==> src/rtl/req_arbiter4.sv <==
// ---------------------------------------------------------------------------
// req_arbiter4
//
// Four-requester arbiter for a single shared downstream resource. On each
// arbitration the winner is picked either by fixed priority (req[3] highest)
// or round-robin (search starts after the previous owner), selected by
// rr_mode at the moment of arbitration. A grant is held until the owner
// asserts done, drops its request, or has held the resource for MAX_HOLD
// cycles. Every release is followed by one dead cycle (REL) with no grant,
// giving a break-before-make gap between owners.
//
// Parameters
//   MAX_HOLD  : maximum cycles a grant may be held (1..255)
//
// Ports
//   clk       in   rising-edge clock
//   rst       in   synchronous active-high reset
//   req[3:0]  in   request lines, req[i] = requester i wants the resource
//   rr_mode   in   0 = fixed priority (3 > 2 > 1 > 0), 1 = round-robin
//   done      in   current owner has finished, releases the grant
//   gnt[3:0]  out  registered one-hot grant, zero when no owner
//   gnt_id    out  registered encoded owner index, zero when no owner
//   gnt_valid out  registered, high while a grant is held (== |gnt)
//   timeout   out  registered one-cycle pulse on a forced release
// ---------------------------------------------------------------------------
module req_arbiter4 #(
    parameter int MAX_HOLD = 8
) (
    input  logic       clk,
    input  logic       rst,
    input  logic [3:0] req,
    input  logic       rr_mode,
    input  logic       done,
    output logic [3:0] gnt,
    output logic [1:0] gnt_id,
    output logic       gnt_valid,
    output logic       timeout
);

    typedef enum logic [1:0] {
        ST_IDLE  = 2'b00,
        ST_GRANT = 2'b01,
        ST_REL   = 2'b10
    } state_t;

    // Hold counter value seen in the last permitted grant cycle.
    localparam logic [7:0] HOLD_LAST_C = 8'(MAX_HOLD - 1);

    // Highest set index wins; with no request the result is unused.
    function automatic logic [1:0] fixed_pick(input logic [3:0] r);
        logic [1:0] pick;
        casez (r)
            4'b1???: pick = 2'd3;
            4'b01??: pick = 2'd2;
            4'b001?: pick = 2'd1;
            4'b0001: pick = 2'd0;
            default: pick = 2'd0;
        endcase
        return pick;
    endfunction

    // First set request scanning upward from last+1, wrapping mod 4.
    // The 2-bit add wraps naturally; k = 4 revisits the previous owner last.
    function automatic logic [1:0] rr_pick(input logic [3:0] r,
                                           input logic [1:0] last);
        logic [1:0] idx;
        logic [1:0] pick;
        logic       found;
        pick  = 2'd0;
        found = 1'b0;
        for (int k = 1; k <= 4; k++) begin
            idx   = last + 2'(k);
            pick  = (!found && r[idx]) ? idx : pick;
            found = found | r[idx];
        end
        return pick;
    endfunction

    // Encoded index to one-hot select.
    function automatic logic [3:0] onehot4(input logic [1:0] id);
        logic [3:0] oh;
        case (id)
            2'd0:    oh = 4'b0001;
            2'd1:    oh = 4'b0010;
            2'd2:    oh = 4'b0100;
            2'd3:    oh = 4'b1000;
            default: oh = 4'b0000;
        endcase
        return oh;
    endfunction

    state_t     state_r;
    state_t     state_nxt_s;
    logic [7:0] hold_cnt_r;
    logic [7:0] hold_cnt_nxt_s;
    logic [1:0] last_id_r;
    logic [1:0] last_id_nxt_s;
    logic [3:0] gnt_r;
    logic [3:0] gnt_nxt_s;
    logic [1:0] gnt_id_r;
    logic [1:0] gnt_id_nxt_s;
    logic       gnt_valid_r;
    logic       gnt_valid_nxt_s;
    logic       timeout_r;
    logic       timeout_nxt_s;

    logic [1:0] winner_s;
    logic       owner_rel_s;
    logic       hold_exp_s;

    // Winner selection and release-cause decode.
    always_comb begin
        winner_s    = 2'd0;
        owner_rel_s = 1'b0;
        hold_exp_s  = 1'b0;
        if (rr_mode) begin
            winner_s = rr_pick(req, last_id_r);
        end else begin
            winner_s = fixed_pick(req);
        end
        // done and a request drop together count as a single release.
        owner_rel_s = done | ~req[gnt_id_r];
        hold_exp_s  = (hold_cnt_r == HOLD_LAST_C);
    end

    // Next-state and next-output logic; outputs are zero unless a grant is
    // being entered or continued.
    always_comb begin
        state_nxt_s     = state_r;
        hold_cnt_nxt_s  = 8'd0;
        last_id_nxt_s   = last_id_r;
        gnt_nxt_s       = 4'b0000;
        gnt_id_nxt_s    = 2'd0;
        gnt_valid_nxt_s = 1'b0;
        timeout_nxt_s   = 1'b0;
        case (state_r)
            ST_IDLE: begin
                if (|req) begin
                    state_nxt_s     = ST_GRANT;
                    last_id_nxt_s   = winner_s;
                    gnt_nxt_s       = onehot4(winner_s);
                    gnt_id_nxt_s    = winner_s;
                    gnt_valid_nxt_s = 1'b1;
                end else begin
                    state_nxt_s = ST_IDLE;
                end
            end
            ST_GRANT: begin
                if (owner_rel_s) begin
                    state_nxt_s = ST_REL;
                end else if (hold_exp_s) begin
                    // Forced release only when no voluntary cause exists.
                    state_nxt_s   = ST_REL;
                    timeout_nxt_s = 1'b1;
                end else begin
                    state_nxt_s     = ST_GRANT;
                    hold_cnt_nxt_s  = hold_cnt_r + 8'd1;
                    gnt_nxt_s       = gnt_r;
                    gnt_id_nxt_s    = gnt_id_r;
                    gnt_valid_nxt_s = 1'b1;
                end
            end
            ST_REL: begin
                state_nxt_s = ST_IDLE;
            end
            default: begin
                state_nxt_s = ST_IDLE;
            end
        endcase
    end

    // State and output registers with dominant synchronous reset.
    always_ff @(posedge clk) begin
        if (rst) begin
            state_r     <= ST_IDLE;
            hold_cnt_r  <= 8'd0;
            last_id_r   <= 2'd3;
            gnt_r       <= 4'b0000;
            gnt_id_r    <= 2'd0;
            gnt_valid_r <= 1'b0;
            timeout_r   <= 1'b0;
        end else begin
            state_r     <= state_nxt_s;
            hold_cnt_r  <= hold_cnt_nxt_s;
            last_id_r   <= last_id_nxt_s;
            gnt_r       <= gnt_nxt_s;
            gnt_id_r    <= gnt_id_nxt_s;
            gnt_valid_r <= gnt_valid_nxt_s;
            timeout_r   <= timeout_nxt_s;
        end
    end

    assign gnt       = gnt_r;
    assign gnt_id    = gnt_id_r;
    assign gnt_valid = gnt_valid_r;
    assign timeout   = timeout_r;

endmodule

==> config.mk <==
export PLATFORM = sky130hd
export DESIGN_NAME = req_arbiter4
export DESIGN_NICKNAME = d
export VERILOG_FILES = /design/src/rtl/req_arbiter4.sv
export SDC_FILE = /design/constraint.sdc
export NUM_CORES = 1
export LEC_CHECK = 0
export BUFFER_PORTS_ARGS = -buffer_cell sky130_fd_sc_hd__buf_2
export CORE_MARGIN = 10
export CORE_UTILIZATION = 55
export DETAILED_ROUTE_END_ITERATION = 8
export PLACE_DENSITY_LB_ADDON = 0.3
export RECOVER_POWER = 50
export SLEW_MARGIN = 20
export SYNTH_ARGS = -nofsm -noshare
export SYNTH_HDL_FRONTEND = slang
export SYNTH_SLANG_ARGS = --single-unit
export TNS_END_PERCENT = 1
==> constraint.sdc <==
create_clock -name clk -period 4.14 [get_ports clk]
set_input_delay 0.414 -clock clk [delete_from_list [all_inputs] [get_ports clk]]
set_output_delay 0.414 -clock clk [all_outputs]
set_load 0.02 [all_outputs]
After elaboration in Yosys (flattened, before gate mapping)
Cells that the tools add are included.
{ "op_classes": {"reduce_logical": 12, "n_bitwise": 5, "add_sub_neg": 4, "eq_ne": 8, "mux": 34, "n_lt_le_gt_ge": 5} }
{ "op_table": {"columns": ["op", "n"], "rows": [
  ["$mux 2", 10],
  ["$pmux 4 s4", 1],
  ["$lt 2x3->1 const B", 5],
  ["$mux 4", 3],
  ["$bmux 1 s2", 5],
  ["$mux 1", 10],
  ["$add 8x1->8 const B", 1],
  ["$eq 8x3->1 const B", 1],
  ["$pmux 2 s2", 2],
  ["$pmux 4 s2", 1],
  ["$reduce_or 4->1", 2],
  ["$eq 2x1->1 const B", 3],
  ["$pmux 2 s3", 1],
  ["$add 2x2->2 const B", 2],
  ["$eq 2x2->1 const B", 2],
  ["$logic_not 2->1", 2],
  ["$eq 3x1->1 const B", 1],
  ["$logic_and 1x1->1", 3],
  ["$logic_not 1->1", 3],
  ["$ne 3x3->1 const B", 1],
  ["$or 1x1->1", 3],
  ["$reduce_or 3->1", 1],
  ["$add 2x1->2 const B", 1],
  ["$not 1->1", 2],
  ["2 further kinds", 2]
]} }
{ "totals": {"reg_bits": 20, "word_cells": 75} }

Logic depth before layout (Yosys ltp)
{ "logic_depth": {"depth_word": 13, "mapped_depth": 7} }

Worst setup path after synthesis
OpenSTA, ideal clock, no wires.
{ "synth_timing": {"kind": "input-to-reg", "startpoint": "in req[3]", "endpoint": "reg gnt_r[1], in the netlist gnt[1]", "required_ns": 4.023, "path_slack_ns": 2.322, "arrival_ns": 1.700, "path_stages": 4, "path_cell_list": "clkbuf_1 > o41ai_1 > nor2_1 > a32o_2"} }
{ "synth_via": {"elab_chain_len": 12, "elab_cells_between_ends": 38} }
{ "synth_rtl": {"columns": ["item", "line_no", "source"], "rows": [
  ["start, declared", "31", "input logic [3:0] req,"],
  ["$bmux 1 s2", "73, 74", null],
  ["$mux 1 (not written as such)", "73, 74", null],
  ["$logic_not 1->1 or $or 1x1->1 (tied branches)", "73, 74", null],
  ["$logic_and 1x1->1, or another cell as far along", "73", "pick = (!found && r[idx]) ? idx : pick;"],
  ["$mux 2, or another cell as far along", "73", null],
  ["$mux 2 or $logic_and 1x1->1 (tied branches)", "73", null],
  ["$mux 2", "73", null],
  ["$mux 2", "116", "if (rr_mode) begin"],
  ["$eq 2x2->1, or another cell as far along", "82", "case (id)"],
  ["$pmux 4 s4", "82", null],
  ["$mux 4", "138", "if (|req) begin"],
  ["$pmux 4 s2", "136", "case (state_r)"],
  ["end signal, assigned", "186", "gnt_r <= gnt_nxt_s;"],
  ["end, declared", "98", "logic [3:0] gnt_r;"]
]} }
Several ways; a longest one is shown, not always the timed one. The select of a mux whose other input is x is not followed.
A chain may end at the register's enable or synchronous reset.

Final worst setup path
{ "layout_timing": {"startpoint": "reg hold_cnt_r[7]", "endpoint": "reg gnt_id_r[0], in the netlist gnt_id[0]"} }
{ "layout_via": {"elab_chain_len": 2} }
{ "layout_rtl": {"columns": ["item", "line_no", "source"], "rows": [
  ["start, declared", "94", "logic [7:0] hold_cnt_r;"],
  ["start signal, assigned", "184", "hold_cnt_r <= hold_cnt_nxt_s;"],
  ["$eq 8x3->1", "123", "hold_exp_s = (hold_cnt_r == HOLD_LAST_C);"],
  ["$ne 3x3->1 (no source line)", null, null],
  ["end signal, assigned", "187", "gnt_id_r <= gnt_id_nxt_s;"],
  ["end, declared", "100", "logic [1:0] gnt_id_r;"]
]} }
No other way between the ends.

==> impl_results.md <==
* Number of global-route vias before repair at just over 600
* Max frequency at ~550 MHz
* Clock Skews at 0.01118 ns
* Die boundary height at around 60 um
* Highest-count cells in the layout ignoring fill and taps: sky130_fd_sc_hd__dfxtp_1 (19), sky130_fd_sc_hd__nor2_1 (11), sky130_fd_sc_hd__nand2_1 (8), sky130_fd_sc_hd__clkbuf_1 (8), sky130_fd_sc_hd__buf_2 (7)
* Worst-Skew Late Latency at roughly 0.30 ns
* Detailed-router iteration count before antenna repair at 2
* CTS tree: yes
* Avg Inst Size Synth at 9.428 um2
* Placed standard-cell area at 889.6 um2
* Async S/R FF share, synth at 0%
* Synth Instances at 86
* Count of pins over their slew limit at 0
* Sequence of cells on the critical path: or4_1, or3_1, and3_1, a22o_1
* DP Worst Slack at 2.026 ns
* Hold Fails Final Rpt at 0
* Area of combinational cells with multiple inputs at 415.4 um2
* Number of vias after detailed routing at ~660
* Detailed placer's ending HPWL at 1204 um
* Start point of the worst min-delay path: rst
* Area of the core region at 1350 um2
* WS Path Type: reg2reg
* Worst setup path startpoint: hold_cnt_r[7]$_SDFF_PP0_
* Crit path largest cell delay at 0.51 ns
* Sort of element at the start of the critical path: flip-flop
* Top_reg_cell synth: sky130_fd_sc_hd__dfxtp_1
* Synth warn at 0
* Ant. Diodes at 0
* Worst-case clock buffer depth at 2
* Vias/cell at approximately 5.6
* Total of hold buffers inserted after clock tree synthesis at 0
* Drt initial violations at 5
* Global-route wire length before repair at about 2600 um
* Finished Cell Area at between 900 and 1000 um2
* Leading cell types by total area after synthesis: sky130_fd_sc_hd__dfxtp_1 (47%), sky130_fd_sc_hd__nor2_1 (5.1%), sky130_fd_sc_hd__xor2_1 (4.3%)
* Die area at ~3400 um2
* Power density over cell area at 388.8 nW/um2
* Top fanout value on the critical path at 7
* Total DRC errors in the routed layout at 0
* Number of max-cap violations at 0
* Unrepaired setup endpoints after global routing: no
* Post-layout minimum cycle time at about 1.8 ns
* Post-synthesis register bit count at 19
* Run status: finished, final reports clean
* Number of enable flip-flop cells after synthesis at 0
* Tightest Hold Check Type: in2reg
* Count of cell types in the netlist at 30
* Total of endpoints with negative setup slack in the final report at 0
* Capturing element type of the critical path: flip-flop
* Arr. time, crit path at between 2 and 2.5 ns
* Maximum number of pins on one net before global-route repair at 12
* PnR worst setup slack at between 2 and 2.5 ns
* Number of cells after detailed placement at between 100 and 150
* Final design utilization at about two thirds
* Final global-route overflow total at 0
* Number of core rows at 13
* Post_cts resized at 0
* Top-level I/O count at 16
* WP data required at approximately 4.3 ns
* DRT Wirelength at about 1500 um
* Layout cells sized above 1 at roughly 16%
* FF/Latch Area at about 380 um2
* Post-route antenna net violation count at 0
* Average routed wire per standard cell at approximately 13 um
* Relative slew margins at between 50% and 60%
* Leakage Power at between 0.3 and 0.4 nW
* Chip Width at slightly below 60 um
* Worst-path cell with the longest stage delay: sky130_fd_sc_hd__or4_1
* Worst R2R Start: hold_cnt_r[7]$_SDFF_PP0_
* Final clock period utilization by the worst path at 44.31%
* Routability congestion estimate at 0.8757
* Total number of nets in the final design at 113
* IR Drop Worst-Case VDD at ~300 uV
* Antenna violations before repair at 0
* Number of H-tree levels at 1
* Area added between synthesis and finish at 12.81%
* Post-Synthesis Net Count at 95
* Cell area after synthesis at just over 800 um2
* Non-filler instance count after layout at about 120
* Root buffer cell: sky130_fd_sc_hd__clkbuf_4
* Area share of the largest cell type after synthesis at a little under half
* CTS clock-pin slew for the worst setup and hold paths at 0.11 ns
* Count of fill cells added during filler insertion at 132
* Number of buffers added by the clock tree synthesis step at 3
* Overall routing resource usage at roughly a tenth
* Total negative slack at 0 ns
* Post-CTS Setup Bufs at 0
* Commonest non-fill, non-tap cell in the layout: sky130_fd_sc_hd__dfxtp_1
* Worst Max-Slew Pin Slew at around 0.65 ns
* Initial cell density of the core at between 60% and 70%
* Biggest area consumer among synthesized cells: sky130_fd_sc_hd__dfxtp_1
* Proportion of synthesized chip area in sequential cells at between 40% and 50%
* Number of clock sinks seen by CTS at 19
* Number of buffers added on ports at 15
==> power breakdown <==
part           switching (mW)  leakage [nW]  internal, mW
clock network          0.0547        0.0177        0.0360
registers             0.00951         0.155         0.194
logic                  0.0363         0.208        0.0250
total                   0.101         0.380         0.255
==> critical path, delay by kind of cell (launching register included) <==
kind / cells / cell delay (ns)
AOI/OAI and AO/OA: 1 / 0.26
and+or+nand+nor: 3 / 1.13
DFF: 1 / 0.34
==> layer usage <==
| metal | routed length, um | track usage [%] | part of all wire, % | vias up |
|---|---|---|---|---|
| met5 | 0 | 0 | 0 | - |
| met4 | 13 | 5.034 | 0.84 | 0 |
| met3 | 101 | 5.150 | 6.5 | 2 |
| li1 | - | - | - | 350 |
| met2 | 588 | 12.90 | 38 | 12 |
| met1 | 839 | 12.08 | 54 | 293 |
==> flip-flops by register name (all words and copies together) (netlist names) <==
signal / count
hold_cnt_r: 8
gnt: 4
gnt_id: 2
last_id_r: 2
state_r: 2
timeout: 1
==> Yosys cell counts, drive strengths merged, types with 2 or more instances <==
cell     n
nor2    11
o21ai    4
and2     2
nor2b    3
nand3    4
a22o     2
dfxtp   19
o221ai   2
xor2     4
a21oi    3
inv      2
xnor2    2
and3     3
nand2    8
o41ai    2
==> final timing paths <==
kind                              end  slack [ns]  cells past startpoint
max            gnt_id[0]$_SDFFE_PP0N_        2.31                      4
min             state_r[0]$_SDFF_PP0_        0.39                      2
max reg2reg    gnt_id[0]$_SDFFE_PP0N_        2.31                      4
min reg2reg  hold_cnt_r[0]$_SDFF_PP0_        0.45                      1
==> per-stage QoR <==
step | total power [mW] | hold slack (ns)
after detailed placement | 0.2701 | 0.4359
after global placement | 0.2685 | 0.4294
after global routing | 0.3778 | 0.3923
after CTS | 0.3614 | 0.3785
after floorplan | 0.2499 | 0.4132
final | 0.3556 | 0.3889
==> logic make-up after synthesis <==
group,after synthesis,synth area share (%)
AND/OR/NAND/NOR,35,20.99
multiplexers,2,4.012
AO/OA/AOI/OAI,19,17.29
flip-flops,19,46.91
buffers and inverters,4,2.778
adder cells (fa/ha/maj),1,1.543
XOR/XNOR,6,6.481
==> cell type report <==
| cell class | instances | share of cell area [%] |
|---|---|---|
| clock buffers | 3 | 2.462 |
| inverters | 2 | 0.8208 |
| repair buffers | 15 | 7.114 |
| flip-flops and latches | 19 | 41.59 |
| clock inverters | 1 | 0.5472 |
| multi-input cells | 63 | 45.42 |
| well taps | 15 | 2.052 |
No activity file was read; power rests on OpenSTA's default activity.
